## config.mk

```make
export PLATFORM = sky130hd
export DESIGN_NAME = lcd_show_char_flat
export DESIGN_NICKNAME = d
export VERILOG_FILES = /design/src/rtl/lcd_pkg.sv /design/src/rtl/lcd_show_char_if.sv /design/src/rtl/lcd_win_seq.sv /design/src/rtl/lcd_show_char.sv /design/src/flat_wrapper.sv
export SDC_FILE = /design/constraint.sdc
export NUM_CORES = 1
export LEC_CHECK = 0
export ABC_AREA = 1
export BUFFER_PORTS_ARGS = -buffer_cell sky130_fd_sc_hd__buf_2
export CORE_MARGIN = 5
export CORE_UTILIZATION = 35
export CTS_CLUSTER_SIZE = 30
export DETAILED_ROUTE_END_ITERATION = 10
export GPL_TIMING_DRIVEN = 0
export HOLD_SLACK_MARGIN = 0.12
export PLACE_DENSITY_LB_ADDON = 0.05
export SETUP_SLACK_MARGIN = 0.4
export SLEW_MARGIN = 10
export SYNTH_ARGS = -nofsm -noshare
export SYNTH_HDL_FRONTEND = slang
export SYNTH_HIERARCHICAL = 1
export SYNTH_SLANG_ARGS = --single-unit
```

## constraint.sdc

```tcl
create_clock -name sys_clk -period 3.37 [get_ports sys_clk]
set_input_delay 0.674 -clock sys_clk [delete_from_list [all_inputs] [get_ports sys_clk]]
set_output_delay 0.674 -clock sys_clk [all_outputs]
set_load 0.01 [all_outputs]
```

## src/rtl/lcd_pkg.sv

```systemverilog
// Shared opcodes, font geometry, ROM layout and FSM encoding for the LCD character renderer.
package lcd_pkg;

    localparam logic [7:0] CMD_CASET = 8'h2A;
    localparam logic [7:0] CMD_RASET = 8'h2B;
    localparam logic [7:0] CMD_RAMWR = 8'h2C;

    localparam int FONT16_H = 16;
    localparam int FONT16_W = 8;
    localparam int FONT12_H = 12;
    localparam int FONT12_W = 6;

    localparam logic [11:0] ROM_BASE16 = 12'd0;
    localparam logic [11:0] ROM_BASE12 = 12'd1520;

    typedef enum logic [2:0] {
        S_IDLE,
        S_CMD,
        S_ROM_RD,
        S_ROM_WAIT,
        S_PIX_HI,
        S_PIX_LO,
        S_CLIP,
        S_DONE
    } state_t;

    function automatic logic [11:0] font_addr(input logic big, input logic [6:0] glyph,
                                              input logic [3:0] row);
        if (big)
            return ROM_BASE16 + {1'b0, glyph, 4'b0000} + {8'b0, row};
        else
            return ROM_BASE12 + ({5'b0, glyph} * 12'd12) + {8'b0, row};
    endfunction

endpackage

```

## src/rtl/lcd_show_char_if.sv

```systemverilog
// Request, font-ROM and SPI-writer signals of the character renderer; master = surroundings, slave = renderer.
interface lcd_show_char_if;

    logic        show_char_flag;
    logic [6:0]  ascii_num;
    logic [8:0]  start_x;
    logic [8:0]  start_y;
    logic        en_size;
    logic        rom_rd_en;
    logic [11:0] rom_addr;
    logic [7:0]  rom_data;
    logic        wr_en;
    logic [8:0]  wr_data;
    logic        wr_done;
    logic        show_char_done;
    logic        busy;
`ifdef LCD_CHAR_CLIP_EN
    logic        clip_err;

    modport master (
        output show_char_flag, ascii_num, start_x, start_y, en_size, rom_data, wr_done,
        input  rom_rd_en, rom_addr, wr_en, wr_data, show_char_done, busy, clip_err
    );
    modport slave (
        input  show_char_flag, ascii_num, start_x, start_y, en_size, rom_data, wr_done,
        output rom_rd_en, rom_addr, wr_en, wr_data, show_char_done, busy, clip_err
    );
`else
    modport master (
        output show_char_flag, ascii_num, start_x, start_y, en_size, rom_data, wr_done,
        input  rom_rd_en, rom_addr, wr_en, wr_data, show_char_done, busy
    );
    modport slave (
        input  show_char_flag, ascii_num, start_x, start_y, en_size, rom_data, wr_done,
        output rom_rd_en, rom_addr, wr_en, wr_data, show_char_done, busy
    );
`endif

endinterface

```

## src/rtl/lcd_win_seq.sv

```systemverilog
// Maps window-set step 0..10 to the CASET/RASET/RAMWR command+data byte (bit8 = data).
// Purely combinational; the caller holds step until the writer acknowledges each byte.
module lcd_win_seq
    import lcd_pkg::*;
(
    input  logic [15:0] xs,
    input  logic [15:0] xe,
    input  logic [15:0] ys,
    input  logic [15:0] ye,
    input  logic [3:0]  step,
    output logic [8:0]  wr_byte
);

    always_comb begin
        wr_byte = 9'h000;
        case (step)
            4'd0:    wr_byte = {1'b0, CMD_CASET};
            4'd1:    wr_byte = {1'b1, xs[15:8]};
            4'd2:    wr_byte = {1'b1, xs[7:0]};
            4'd3:    wr_byte = {1'b1, xe[15:8]};
            4'd4:    wr_byte = {1'b1, xe[7:0]};
            4'd5:    wr_byte = {1'b0, CMD_RASET};
            4'd6:    wr_byte = {1'b1, ys[15:8]};
            4'd7:    wr_byte = {1'b1, ys[7:0]};
            4'd8:    wr_byte = {1'b1, ye[15:8]};
            4'd9:    wr_byte = {1'b1, ye[7:0]};
            4'd10:   wr_byte = {1'b0, CMD_RAMWR};
            default: wr_byte = 9'h000;
        endcase
    end

endmodule

```

## src/rtl/lcd_show_char.sv

```systemverilog
// Renders one glyph: 11 window bytes then 2*W*H RGB565 bytes, each byte held until wr_done.
// Optional LCD_CHAR_CLIP_EN rejects off-panel windows at accept and pulses clip_err with done.
module lcd_show_char
    import lcd_pkg::*;
#(
    parameter int          LCD_W    = 240,
    parameter int          LCD_H    = 320,
    parameter logic [15:0] FG_COLOR = 16'hFFFF,
    parameter logic [15:0] BG_COLOR = 16'h0000,
    parameter int          CHAR_CNT = 95
) (
    input logic            sys_clk,
    input logic            sys_rst_n,
    lcd_show_char_if.slave bus
);

    localparam logic [6:0] GLYPH_LIM = 7'(CHAR_CNT);

    state_t      state, state_nxt;
    logic        sent;
    logic [3:0]  step;
    logic [3:0]  row;
    logic [2:0]  col;
    logic [7:0]  shift;
    logic [6:0]  glyph;
    logic        big;
    logic [8:0]  xs;
    logic [8:0]  ys;
    logic [2:0]  w_last;
    logic [3:0]  h_last;
    logic [15:0] xs16, xe16, ys16, ye16;
    logic [8:0]  win_byte;
    logic [15:0] pix_color;
    logic        byte_done;

    assign w_last    = big ? 3'(FONT16_W - 1) : 3'(FONT12_W - 1);
    assign h_last    = big ? 4'(FONT16_H - 1) : 4'(FONT12_H - 1);
    assign xs16      = {7'b0, xs};
    assign ys16      = {7'b0, ys};
    assign xe16      = xs16 + {13'b0, w_last};
    assign ye16      = ys16 + {12'b0, h_last};
    assign pix_color = shift[7] ? FG_COLOR : BG_COLOR;
    // wr_done only counts once our strobe for the current byte has gone out
    assign byte_done = sent & bus.wr_done;

`ifdef LCD_CHAR_CLIP_EN
    logic        clip_hit, clip_q;
    logic [15:0] xe_in, ye_in;
    assign xe_in    = {7'b0, bus.start_x} + (bus.en_size ? 16'(FONT16_W - 1) : 16'(FONT12_W - 1));
    assign ye_in    = {7'b0, bus.start_y} + (bus.en_size ? 16'(FONT16_H - 1) : 16'(FONT12_H - 1));
    assign clip_hit = (xe_in >= 16'(LCD_W)) || (ye_in >= 16'(LCD_H));
    assign bus.clip_err = (state == S_DONE) & clip_q;
`endif

    lcd_win_seq u_win (
        .xs      (xs16),
        .xe      (xe16),
        .ys      (ys16),
        .ye      (ye16),
        .step    (step),
        .wr_byte (win_byte)
    );

    always_ff @(posedge sys_clk or negedge sys_rst_n) begin
        if (!sys_rst_n) state <= S_IDLE;
        else            state <= state_nxt;
    end

    always_comb begin
        state_nxt          = state;
        bus.wr_en          = 1'b0;
        bus.wr_data        = 9'h000;
        bus.rom_rd_en      = 1'b0;
        bus.rom_addr       = 12'h000;
        bus.show_char_done = 1'b0;
        case (state)
            S_IDLE: begin
                if (bus.show_char_flag) begin
`ifdef LCD_CHAR_CLIP_EN
                    state_nxt = clip_hit ? S_CLIP : S_CMD;
`else
                    state_nxt = S_CMD;
`endif
                end
            end
            S_CMD: begin
                bus.wr_en   = ~sent;
                bus.wr_data = win_byte;
                if (byte_done && step == 4'd10) state_nxt = S_ROM_RD;
            end
            S_ROM_RD: begin
                bus.rom_rd_en = 1'b1;
                bus.rom_addr  = font_addr(big, glyph, row);
                state_nxt     = S_ROM_WAIT;
            end
            S_ROM_WAIT: state_nxt = S_PIX_HI;
            S_PIX_HI: begin
                bus.wr_en   = ~sent;
                bus.wr_data = {1'b1, pix_color[15:8]};
                if (byte_done) state_nxt = S_PIX_LO;
            end
            S_PIX_LO: begin
                bus.wr_en   = ~sent;
                bus.wr_data = {1'b1, pix_color[7:0]};
                if (byte_done) begin
                    if (col != w_last)      state_nxt = S_PIX_HI;
                    else if (row != h_last) state_nxt = S_ROM_RD;
                    else                    state_nxt = S_DONE;
                end
            end
            S_CLIP: state_nxt = S_DONE;
            S_DONE: begin
                bus.show_char_done = 1'b1;
                state_nxt          = S_IDLE;
            end
            default: state_nxt = S_IDLE;
        endcase
    end

    assign bus.busy = (state != S_IDLE) && (state != S_DONE);

    always_ff @(posedge sys_clk or negedge sys_rst_n) begin
        if (!sys_rst_n) begin
            sent  <= 1'b0;
            step  <= '0;
            row   <= '0;
            col   <= '0;
            shift <= '0;
            glyph <= '0;
            big   <= 1'b0;
            xs    <= '0;
            ys    <= '0;
`ifdef LCD_CHAR_CLIP_EN
            clip_q <= 1'b0;
`endif
        end else begin
            case (state)
                S_IDLE: begin
                    if (bus.show_char_flag) begin
                        glyph <= (bus.ascii_num >= GLYPH_LIM) ? 7'd0 : bus.ascii_num;
                        big   <= bus.en_size;
                        xs    <= bus.start_x;
                        ys    <= bus.start_y;
                        sent  <= 1'b0;
                        step  <= '0;
                        row   <= '0;
                        col   <= '0;
`ifdef LCD_CHAR_CLIP_EN
                        clip_q <= clip_hit;
`endif
                    end
                end
                S_CMD: begin
                    if (byte_done) begin
                        sent <= 1'b0;
                        step <= step + 4'd1;
                    end else if (!sent) begin
                        sent <= 1'b1;
                    end
                end
                S_ROM_WAIT: shift <= bus.rom_data;
                S_PIX_HI: begin
                    if (byte_done)  sent <= 1'b0;
                    else if (!sent) sent <= 1'b1;
                end
                S_PIX_LO: begin
                    if (byte_done) begin
                        sent <= 1'b0;
                        if (col == w_last) begin
                            col <= '0;
                            row <= row + 4'd1;
                        end else begin
                            col   <= col + 3'd1;
                            shift <= {shift[6:0], 1'b0};
                        end
                    end else if (!sent) begin
                        sent <= 1'b1;
                    end
                end
                default: ;
            endcase
        end
    end

endmodule

```

## src/flat_wrapper.sv

```systemverilog
// flat-port wrapper written by rule: the top's interface ports become plain ports
module lcd_show_char_flat import lcd_pkg::*;
#(
    parameter int          LCD_W    = 240,
    parameter int          LCD_H    = 320,
    parameter logic [15:0] FG_COLOR = 16'hFFFF,
    parameter logic [15:0] BG_COLOR = 16'h0000,
    parameter int          CHAR_CNT = 95
)
  (sys_clk, sys_rst_n, bus_show_char_flag, bus_ascii_num, bus_start_x, bus_start_y, bus_en_size, bus_rom_data, bus_wr_done, bus_rom_rd_en, bus_rom_addr, bus_wr_en, bus_wr_data, bus_show_char_done, bus_busy);
  lcd_show_char_if bus_i ();
  input logic sys_clk;
  input logic sys_rst_n;
  input wire logic [$bits(bus_i.show_char_flag)-1:0] bus_show_char_flag;
  input wire logic [$bits(bus_i.ascii_num)-1:0] bus_ascii_num;
  input wire logic [$bits(bus_i.start_x)-1:0] bus_start_x;
  input wire logic [$bits(bus_i.start_y)-1:0] bus_start_y;
  input wire logic [$bits(bus_i.en_size)-1:0] bus_en_size;
  input wire logic [$bits(bus_i.rom_data)-1:0] bus_rom_data;
  input wire logic [$bits(bus_i.wr_done)-1:0] bus_wr_done;
  output wire logic [$bits(bus_i.rom_rd_en)-1:0] bus_rom_rd_en;
  output wire logic [$bits(bus_i.rom_addr)-1:0] bus_rom_addr;
  output wire logic [$bits(bus_i.wr_en)-1:0] bus_wr_en;
  output wire logic [$bits(bus_i.wr_data)-1:0] bus_wr_data;
  output wire logic [$bits(bus_i.show_char_done)-1:0] bus_show_char_done;
  output wire logic [$bits(bus_i.busy)-1:0] bus_busy;
  assign bus_i.show_char_flag = bus_show_char_flag;
  assign bus_i.ascii_num = bus_ascii_num;
  assign bus_i.start_x = bus_start_x;
  assign bus_i.start_y = bus_start_y;
  assign bus_i.en_size = bus_en_size;
  assign bus_i.rom_data = bus_rom_data;
  assign bus_i.wr_done = bus_wr_done;
  assign bus_rom_rd_en = bus_i.rom_rd_en;
  assign bus_rom_addr = bus_i.rom_addr;
  assign bus_wr_en = bus_i.wr_en;
  assign bus_wr_data = bus_i.wr_data;
  assign bus_show_char_done = bus_i.show_char_done;
  assign bus_busy = bus_i.busy;
  lcd_show_char #(.LCD_W(LCD_W), .LCD_H(LCD_H), .FG_COLOR(FG_COLOR), .BG_COLOR(BG_COLOR), .CHAR_CNT(CHAR_CNT)) u_core (.sys_clk(sys_clk), .sys_rst_n(sys_rst_n), .bus(bus_i));
endmodule
```

# Word-level counts from Yosys, hierarchy flattened
# Cells that the tools add are included.
# totals
input_bits,38
ff_bits,49
wordCells,101
output_inout_bits,25
# op_classes
order_cmp,1
bitwise,2
multipliers,1
mux,34
add_sub_neg,8
n_reduce_logical,17
n_eq_ne,28
# ops
operator,n
$pmux W9 S11,1
$mux W3,10
$pmux W9 S3,1
$mux W12,2
$pmux W3 S8,1
$eq A4 B3 Y1 const B,4
$mux W16,1
$mux W4,4
$mux W8,2
$pmux W4 S2,2
$pmux W8 S2,1
$add A11 B11 Y12 const A,1
$add A11 B4 Y12,1
$add A12 B4 Y12,1
$eq A3 B3 Y1 const B,4
$eq A4 B4 Y1 const B,3
$add A9 B3 Y10,1
$add A9 B4 Y10,1
$ne A2 B1 Y1 const B,5
$mul A7 B2 Y9 const B,1
$reduce_and A3 Y1,3
$add A4 B1 Y4 const B,2
$eq A4 B2 Y1 const B,2
$reduce_and A4 Y1,2
24 further kinds,35

# Logic depth before layout (Yosys ltp)
# Gate-level depths: netlist of the first run.
# depth
word_depth,6
mapped_depth,15
ltp_nobuf,13

# Hierarchy
# The synthesis of the first run kept the hierarchy.
# modules_own_cells
module,seq_area_each_um2,cells_each,area_per_inst_um2,n_inst
lcd_show_char,1226.2,457,3365.7,1
lcd_win_seq,0.0,166,719.4,1

# Worst setup path before layout of the first run
# OpenSTA, ideal clock, no wires.
# synth_path
kind,register to output
start,reg u_core.big
end,out bus_wr_data[0]
t_required_ps,2696
arrival_time_ps,2284
setup_slack_ps,412
stages_incl_launch_ff,16
n_path_buf,2
cell_sequence,dfrtp_1 -> buf_4 -> inv_1 -> clkbuf_1 -> fa_1 -> nand2_1 -> nand2_1 -> nor3_1 -> nand3_1 -> xor2_1 -> nand3_1 -> nand2_1 -> nor2_1 -> nand3_1 -> nand2_1 -> nand2_1
# synth_via
elab_chain_cells,4
word_cells_on_any_way,6
cone_classes,add/sub: 2; mux: 4
# synth_lines
item,line,rtl
"start, declared",lcd_show_char.sv:26,logic big;
"start signal, assigned",lcd_show_char.sv:141,big <= bus.en_size;
$mux W2,lcd_show_char.sv:36,assign w_last = big ? 3'(FONT16_W - 1) : 3'(FONT12_W - 1);
$add A9 B3 Y10,lcd_show_char.sv:40,"assign xe16 = xs16 + {13'b0, w_last};"
via u_core.xe16[8],lcd_show_char.sv:31,"logic [15:0] xs16, xe16, ys16, ye16;"
$pmux W9 S11,lcd_win_seq.sv:16,case (step)
via u_core.win_byte[0],lcd_show_char.sv:32,logic [8:0] win_byte;
$pmux W9 S3,lcd_show_char.sv:76,case (state)
"end, declared",flat_wrapper.sv:24,output wire logic [$bits(bus_i.wr_data)-1:0] bus_wr_data;
# The timed path passes the listed nets, and every way through them passes these cells.

# Worst setup path in the final report of the first run
# layout_path
start,reg u_core.big
end,out bus_wr_data[4]
# Same word-level chain as after synthesis.

==> impl_metrics.tcl, run 1 <==
set metrics [dict create \
    status "completed" \
    io_buffers 62 \
    dr.pass1.iters 4 \
    io_pins 63 \
    clk_pin_slew_ns 0.06 \
    peakVddDrop_uv 522.8 \
    dr_total_vias 4270 \
    crit_path_end_kind "output port" \
    min_period_over_period_pct 96.32 \
    tightest_slew_ns 0.6754 \
    synth_warnings 6 \
    clock.fmax_ghz 0.3081 \
    relSlewSlack_pct 54.98 \
    async_flop_share_pct 100.0 \
    drv_cap 0 \
    die_w_um 118.0 \
    ys_seq_area_share_pct 30.02 \
    multi_input_area_mm2 0.002790 \
    drive_gt1_share_pct 25.87 \
    route.detailed.drc 0 \
    n_antenna_cell 0 \
    yosys-top-cells-area "dfrtp_1, nand2_1, nand3_1" \
    first_global_vias 4381 \
    hold_violations 0 \
    regArea_mm2 0.001231 \
    finalNetCount 808 \
    postCtsHoldBufs 0 \
    area_growth_pct 30.41 \
    grt_pass1_wl_um 21470 \
    drv_slew 0 \
    fp-row-count 39 \
    worstPathRequired_ns 2.70 \
    overflow 0 \
    synthTopCellsByCount "nand2_1, nor2_1, inv_1" \
    hpwl_um 9200 \
    synth_edf_count 0 \
    grt_max_degree 50 \
    gp_congestion 0.8816 \
    powerDensity_mw_per_mm2 976.2 \
    arrival_ns 2.57 \
    cts.sinks 49 \
    antenna_left 0 \
    routed_wl_um 12290 \
    startpoint "u_core/big" \
    synth_top_area_share_pct 30.02 \
    dr.first_iter.drc_count 206 \
    track_usage_pct 18.42 \
    h-tree-depth 2 \
    clock_latency_ns 0.29 \
    syn_area_mm2 0.004085 \
    start_kind "flip-flop" \
    synth-main-ff-cell "dfrtp_1" \
    rsz0062_at_grt "true" \
    dieArea_mm2 0.01393 \
    tns_ns 0 \
    netlist-cell-type-count 41 \
    numCtsBuffers 5 \
    fillerInstances 1224 \
    antenna_found_initial 0 \
    synth.most_common_cell "nand2_1" \
    finClkSkew_ns 0.004596 \
    synth_top_cell_by_area "dfrtp_1" \
    wl_per_cell_um 13.76 \
    setup_violations 0 \
    cp_max_fo 2 \
    p_leak_nw 2.815 \
    r2r_start "u_core/big" \
    die_h_um 118.0 \
    fp.coreArea_mm2 0.01142 \
    viasPerCell 4.782 \
    avgSynthCellArea_um2 6.557 \
    start_util_pct 35.78 \
    hold_path.class "input port to async pin" \
    clock_path_buffers 2 \
    cts_root_buffer "clkbuf_16" \
    cts_tree "done" \
    ys_ff_latch 49 \
    synthCells 623 \
    min_period_ns 3.246 \
    path_class "flip-flop to output port" \
    utilization_pct 46.66 \
]
path summary, 6_finish.rpt:
path,slack [ns],cells after the start,end
max in group asynchronous,2.46,1,u_core/glyph[2]
worst min register to register,0.51,2,u_core/shift[5]
worst min-delay path,0.43,1,u_core/glyph[6]
worst max-delay path,0.12,17,bus_wr_data[4]
min in group sys_clk,0.51,2,u_core/shift[5]
worst max register to register,0.69,19,u_core/state[0]
worst max-delay path: stages (launching register included):
cell        delay (ns)
dfrtp_1           0.38
buf_6             0.12
clkinvlp_4        0.07
clkbuf_8          0.14
fa_2              0.35
nand2_2           0.09
nand2_4           0.06
buf_4             0.14
buf_4             0.12
buf_4             0.12
xor2_1            0.19
nand2_1           0.09
nand2_1           0.07
nor2_1            0.04
nand2_1           0.05
nand2_1           0.05
nand2_1           0.08
buf_2             0.13
flip-flops by register name (all words and copies together), names as in the netlist:
name          flops
u_core/xs         9
u_core/ys         9
u_core/shift      8
u_core/glyph      7
u_core/row        4
u_core/step       4
u_core/col        3
u_core/state      3
u_core/big        1
u_core/sent       1
where the power goes:
group          total (mW)  switching, mW  internal, mW  leakage, nW
Clock               0.501          0.209         0.292       0.0700
Combinational        3.52           2.11          1.41         2.14
Sequential           1.18          0.319         0.857        0.607
Total                5.20           2.64          2.56         2.81
through the flow:
stage / cells / power (mW) / hold slack (ns) / setup WS (ns) / instance area (µm²)
final: 893 / 5.201 / 0.4250 / 0.1241 / 5328
after global placement: 853 / 3.907 / 0.5014 / -0.2431 / 4668
after floorplan: 648 / 3.185 / 0.3784 / 0.4123 / 4179
after global routing: 893 / 5.769 / 0.4909 / 0.02214 / 5328
after detailed placement: 853 / 3.943 / 0.5054 / -0.2064 / 4668
after CTS: 885 / 4.872 / 0.5208 / 0.1116 / 5114
what timing repair did:
item                       CTS  global route
setup buffers               25             8
pin swaps                   25            21
gates resized for setup     34            43
cloned                       0             0
hold endpoints to repair     0             0
setup endpoints to repair   12            18
cells in the final DEF, fill, tap and decap left out, drive strengths merged, types with 2 or more instances in the layout:
cell and n:
nand2 200, buf 103, nor2 82, inv 77
nand3 70, dfrtp 49, o21ai 40, conb 26
a21oi 18, ha 17, xor2 15, clkbuf 12
nor3 10, o211ai 9, xnor2 3, nand4 3
fa 3, o31ai 3, a31oi 2
final cells by class:
type,count,share of cell area [%]
Inverter,79,5.636
Multi-Input combinational cell,507,52.37
Tap cell,143,3.358
Timing Repair Buffer,95,11.20
Buffer,13,1.644
Clock buffer,7,2.677
Sequential cell,49,23.11
cell families after synthesis:
logic type,after synthesis,synth area share [%]
compound gates,76,11.18
fa+ha+maj,20,6.677
xor+xnor,18,3.859
buf+inv,92,9.066
other cells,1,0.09180
simple gates,367,39.11
flops,49,30.02
layer usage:
| layer | GRT usage, % | up-vias | routed length (µm) |
|---|---|---|---|
| met3 | 2.547 | 10 | 341 |
| li1 | - | 2220 | - |
| met5 | 0 | - | 0 |
| met4 | 5.305 | 0 | 122 |
| met1 | 24.05 | 1979 | 5636 |
| met2 | 31.65 | 61 | 6185 |
Power figures use the tool's default switching activity.
==> run 2: changes to the inputs <==
--- a/config.mk
+++ b/config.mk
@@ -12,11 +12,9 @@
 export CTS_CLUSTER_SIZE = 30
 export DETAILED_ROUTE_END_ITERATION = 10
 export GPL_TIMING_DRIVEN = 0
-export HOLD_SLACK_MARGIN = 0.12
 export PLACE_DENSITY_LB_ADDON = 0.05
 export SETUP_SLACK_MARGIN = 0.4
-export SLEW_MARGIN = 10
+export SLEW_MARGIN = 25
 export SYNTH_ARGS = -nofsm -noshare
 export SYNTH_HDL_FRONTEND = slang
-export SYNTH_HIERARCHICAL = 1
 export SYNTH_SLANG_ARGS = --single-unit
==> run 2 against run 1 <==
Net effect: count of clock-buffer cells in the layout down 1; largest power group unchanged; critical path depth decreased by 4; sequential power fell by 4%; die area decreased by 9.4%; synthesized cell count decreased by 15%; clock skew up 0.00093 ns; first-iteration DRC count shrank 26%; flip-flop and latch count did not move; global-route usage is 1.6 points lower; fmax is 5.4% higher; setup slack better by 0.17 ns.
==> impl_metrics.tcl, run 2 <==
set metrics [dict create \
    final_common_cell "nand2_1" \
    instances_no_fill 744 \
    min_period_over_period_pct 91.37 \
    n_antenna_cell 0 \
    status "completed" \
    async_flop_share_pct 100.0 \
    start_kind "flip-flop" \
    path_class "flip-flop to output port" \
    dr.first_iter.drc_count 153 \
    peakVddDrop_uv 330.3 \
    worstPathRequired_ns 2.70 \
    rrSetupSlack_ns 1.36 \
    start_util_pct 35.66 \
    synth-main-ff-cell "dfrtp_1" \
    die_w_um 112.3 \
    drive_gt1_share_pct 20.56 \
    path_cells "ha_2 -> inv_2 -> fa_2 -> nand3b_1 -> nor2_2 -> nand2_2 -> nor2_4 -> nand2_2 -> nand3_2 -> nand3_2 -> nand2_1 -> inv_1 -> buf_2" \
    synthTopCellsByCount "nand2_1, inv_1, o21ai_0" \
    dr.pass1.iters 4 \
    tightest_slew_ns 0.6693 \
    fp-row-count 37 \
    wl_per_cell_um 13.99 \
    clock_latency_ns 0.31 \
    route.detailed.drc 0 \
    clk_pin_slew_ns 0.10 \
    setup_violations 0 \
    tns_ns 0 \
    place_inst 728 \
    worstReg2RegEnd "u_core.state[2]" \
    h-tree-depth 2 \
    ys_ff_latch 49 \
    synth.most_common_cell "nand2_1" \
    relSlewSlack_pct 55.38 \
    finClkSkew_ns 0.005527 \
    routed_wl_um 10410 \
    critPathTopFamily "adder cells" \
    min_period_ns 3.079 \
    place_ws_ns 0.4679 \
    ys_seq_area_share_pct 33.46 \
    clock_path_buffers 2 \
    hold_violations 0 \
    fp.coreArea_mm2 0.01028 \
    setup_ws_ns 0.2910 \
    cts_root_buffer "clkbuf_8" \
    track_usage_pct 16.86 \
    synth_edf_count 0 \
    powerDensity_mw_per_mm2 978.7 \
    gp_congestion 0.8372 \
    hold_path.class "input port to async pin" \
    r2r_cells 9 \
    viasPerCell 4.864 \
    synth_warnings 0 \
    finalInstanceArea_mm2 0.004399 \
    startpoint "u_core.glyph[1]" \
    clock.fmax_ghz 0.3248 \
    drv_cap 0 \
    crit_path_end_kind "output port" \
    antenna_left 0 \
    grt_max_degree 50 \
    yosys-top-cells-area "dfrtp_1, nand2_1, o21ai_0" \
    cp-endpoint "bus_rom_addr[9]" \
    cts_tree "done" \
    final_cell_mix "nand2_1, inv_1, buf_2" \
    cp.depth 13 \
    synthCells 530 \
    post_dp_cell_area_mm2 0.004148 \
    avgSynthCellArea_um2 6.915 \
    max_stage_delay_ns 0.55 \
    utilization_pct 42.81 \
    antenna_found_initial 0 \
    p_leak_nw 2.249 \
    dr_total_vias 3619 \
    cts.sinks 49 \
    syn_area_mm2 0.003665 \
    r2r_start "u_core.step[0]" \
    reg_top3 "u_core.xs x9, u_core.ys x9, u_core.shift x8" \
    grt_pass1_wl_um 17610 \
    rsz0062_at_grt "true" \
    drv_slew 0 \
    finalNetCount 667 \
    synthesis.nets 590 \
    cp_max_fo 3 \
    io_pins 63 \
    arrival_ns 2.41 \
    hpwl_um 7900 \
    dieArea_mm2 0.01262 \
    die_h_um 112.3 \
    area_growth_pct 20.04 \
    postCtsHoldBufs 0 \
    netlist-cell-type-count 38 \
    io_buffers 62 \
    synth_top_cell_by_area "dfrtp_1" \
    first_global_vias 3586 \
    slowest_stage "fa_2" \
    worst-path-buf-inv 3 \
    overflow 0 \
    fillerInstances 1124 \
    synth_top_area_share_pct 33.46 \
    numCtsBuffers 5 \
]
[run 2: changes by cell type after synthesis, sizes merged, moves of 3 or more]
cell	delta
a31oi	+3
a21oi	+6
nand4	+5
nand3	-22
or2	+5
nor2	-31
xor2	-13
o21ai	+19
nand2	-62
nor3	+3
[run 2: layout make-up]
type / instances / area [µm²] / area share [%]
timing repair buffer: 70 / 372.9 / 8.476
buffer: 10 / 50.05 / 1.138
inverter: 77 / 289.0 / 6.570
multi-input combinational: 394 / 2170 / 49.32
clock inverter: 2 / 37.54 / 0.8532
tap: 136 / 170.2 / 3.868
clock buffer: 6 / 82.58 / 1.877
sequential: 49 / 1227 / 27.90
[run 2: stage by stage]
| step | hold slack, ns | power (mW) |
|---|---|---|
| floorplan | 0.3784 | 2.942 |
| global placement | 0.4979 | 3.601 |
| detailed placement | 0.5082 | 3.633 |
| CTS | 0.4151 | 4.234 |
| global route | 0.4405 | 4.793 |
| finish | 0.3784 | 4.306 |
[run 2: worst min path at each step]
stage,from,endpoint,slack [ns],cells after the start
after floorplan,sys_rst_n,u_core.big,0.38,0
after global placement,u_core.sent,u_core.sent,0.50,2
after detailed placement,u_core.sent,u_core.sent,0.51,2
after CTS,sys_rst_n,u_core.xs[8],0.42,1
after global routing,sys_rst_n,u_core.col[0],0.44,1
final,sys_rst_n,u_core.ys[5],0.38,1
[run 2: cell families (layout without fill, tap and decap cells)]
kind of cell	count (synthesis)	after routing	share of synthesized area [%]
simple gates	265	265	32.37
compound gates	101	101	15.36
buf+inv	87	165	9.252
flops	49	49	33.46
fa+ha+maj	22	22	8.126
xor+xnor	6	6	1.434
[run 2: timing repair]
| item | CTS | global route |
|---|---|---|
| resized for setup | 10 | 15 |
| gates cloned | 0 | 0 |
| hold endpoints to repair | 0 | 0 |
| buffers inserted | 5 | 3 |
| setup endpoints to repair | 8 | 11 |
| pin swaps | 9 | 9 |
[run 2: power by group]
part	switching, mW	internal [mW]	leakage [nW]
logic	1.69	1.02	1.58
clock network	0.220	0.242	0.0574
registers	0.270	0.863	0.609
[run 2: layer usage]
layer | up-vias | GRT usage (%) | wire length, µm
li1 | 1890 | - | -
met1 | 1657 | 24.41 | 5265
met2 | 68 | 27.14 | 4686
met3 | 4 | 2.803 | 418
met4 | 0 | 2.404 | 42
met5 | - | 0 | 0
==> run 3: changes to the inputs <==
--- a/config.mk
+++ b/config.mk
@@ -12,7 +12,7 @@
 export CTS_CLUSTER_SIZE = 30
 export DETAILED_ROUTE_END_ITERATION = 10
 export GPL_TIMING_DRIVEN = 0
-export PLACE_DENSITY_LB_ADDON = 0.05
+export PLACE_DENSITY = 0.64
 export SETUP_SLACK_MARGIN = 0.4
 export SLEW_MARGIN = 25
 export SYNTH_ARGS = -nofsm -noshare
==> run 3 against run 2 <==
Net effect: non-clock buffer count rose by 1; count of clock-buffer cells in the layout fell by 1; critical path depth fell by 2; sequential share of layout area fell by 0.26 points; global-route usage fell by 0.71 points; flip-flop and latch count did not move; fmax fell by 1.1%; setup slack got worse by 0.034 ns; combinational power rose by 7%; hold slack improved by 0.0079 ns.
==> impl_metrics.tcl, run 3 (same netlist as run 2, synthesis figures left out) <==
set metrics [dict create \
    status "completed" \
    die_h_um 112.3 \
    powerDensity_mw_per_mm2 1004 \
    viasPerCell 5.012 \
    io_buffers 62 \
    clock.fmax_ghz 0.3212 \
    antenna_found_initial 0 \
    wl_per_cell_um 13.67 \
    grt_max_degree 50 \
    drive_gt1_share_pct 21.38 \
    peakVddDrop_uv 433.7 \
    start_util_pct 35.66 \
    max_stage_delay_ns 0.56 \
    hold_path.class "input port to async pin" \
    cts.sinks 49 \
    h-tree-depth 2 \
    hold_violations 0 \
    worst_path_most_repeated_cell "nand2_2" \
    hpwl_um 7852 \
    final_cell_mix "nand2_1, inv_1, buf_2" \
    route.detailed.drc 0 \
    gp_congestion 0.8768 \
    fillerInstances 1083 \
    finalNetCount 668 \
    cts_root_buffer "clkbuf_8" \
    dr.pass1.iters 5 \
    die_w_um 112.3 \
    path_class "flip-flop to output port" \
    tns_ns 0 \
    crit_path_end_kind "output port" \
    clock_latency_ns 0.31 \
    rsz0062_at_grt "true" \
    min_period_ns 3.113 \
    n_antenna_cell 0 \
    dr.first_iter.drc_count 207 \
    postCtsHoldBufs 0 \
    fp-row-count 37 \
    area_growth_pct 21.17 \
    overflow 0 \
    cts_tree "done" \
    drv_cap 0 \
    dieArea_mm2 0.01262 \
    reg_top3 "u_core.xs x9, u_core.ys x9, u_core.shift x8" \
    cp_max_fo 3 \
    antenna_left 0 \
    tightest_slew_ns 0.6493 \
    routed_wl_um 10170 \
    io_pins 63 \
    worstPathRequired_ns 2.70 \
    final_common_cell "nand2_1" \
    grt_pass1_wl_um 17050 \
    fp.coreArea_mm2 0.01028 \
    start_kind "flip-flop" \
    slowest_stage "fa_2" \
    relSlewSlack_pct 56.72 \
    clock_path_buffers 2 \
    first_global_vias 3710 \
    setup_violations 0 \
    finClkSkew_ns 0.009492 \
    min_period_over_period_pct 92.37 \
    p_leak_nw 2.261 \
    arrival_ns 2.44 \
    clk_pin_slew_ns 0.09 \
    worst-path-buf-inv 2 \
    numCtsBuffers 5 \
    track_usage_pct 16.15 \
    path_cells "ha_2 -> inv_2 -> fa_2 -> nand3b_1 -> nor2_2 -> nand2_2 -> nor2_4 -> nand2_2 -> a21oi_1 -> nor3_1 -> buf_2" \
    drv_slew 0 \
    dr_total_vias 3729 \
    hold_slack_ns 0.3863 \
    critPathTopFamily "adder cells" \
]
[run 3: worst paths after layout]
kind / start / endpoint / slack, ns / cells past startpoint
worst max-delay path: u_core.glyph[1] / bus_rom_addr[11] / 0.26 / 11
worst min-delay path: sys_rst_n / u_core.xs[7] / 0.39 / 1
worst max register to register: u_core.step[0] / u_core.state[2] / 1.42 / 9
worst min register to register: u_core.sent / u_core.sent / 0.52 / 2
max in group asynchronous: sys_rst_n / u_core.big / 2.52 / 1
min in group sys_clk: u_core.sent / u_core.sent / 0.52 / 2
[run 3: through the flow]
stage | setup slack (ns) | instances | util [%] | cell area [µm²] | power [mW]
floorplan | 0.8345 | 530 | - | 3665 | 2.942
global placement | 0.5007 | 728 | 40.33 | 4145 | 3.553
detailed placement | 0.4260 | 728 | 40.36 | 4148 | 3.609
CTS | 0.2720 | 741 | 42.06 | 4323 | 4.187
global route | 0.09829 | 744 | 43.21 | 4441 | 4.941
finish | 0.2571 | 744 | 43.21 | 4441 | 4.458
[run 3: area by class of cell]
class	instances	area [µm²]	share of cell area [%]
inverter	77	291.5	6.565
clock buffer	5	68.82	1.550
clock inverter	2	35.03	0.7890
sequential	49	1227	27.64
tap	136	170.2	3.832
buffer	10	50.05	1.127
timing repair buffer	71	387.9	8.735
multi-input combinational	394	2210	49.76
[run 3: timing repair]
item	CTS	global route
pin swaps	6	10
resized for setup	12	24
endpoints found under the setup margin	7	14
buffers inserted	6	3
gates cloned	0	0
[run 3: worst reg2reg max path: stages, from the launching register on]
cell and delay [ns]:
dfrtp_1 0.42, inv_1 0.13, ha_1 0.23, inv_1 0.08, nor2_1 0.32, a21oi_1 0.12, nor3_1 0.27, inv_1 0.10
nor2_1 0.10, a21oi_1 0.05
[run 3: metal layers]
metal	global-route usage [%]	part of all wire, %	up-vias
met3	2.318	3.9	15
met1	21.25	45	1734
met2	27.65	50	92
met5	0	0	-
met4	4.647	1.8	0
li1	-	-	1888
[run 3: power breakdown]
part           switching, mW  internal, mW
Sequential             0.274         0.863
Clock                  0.204         0.216
Combinational           1.78          1.12
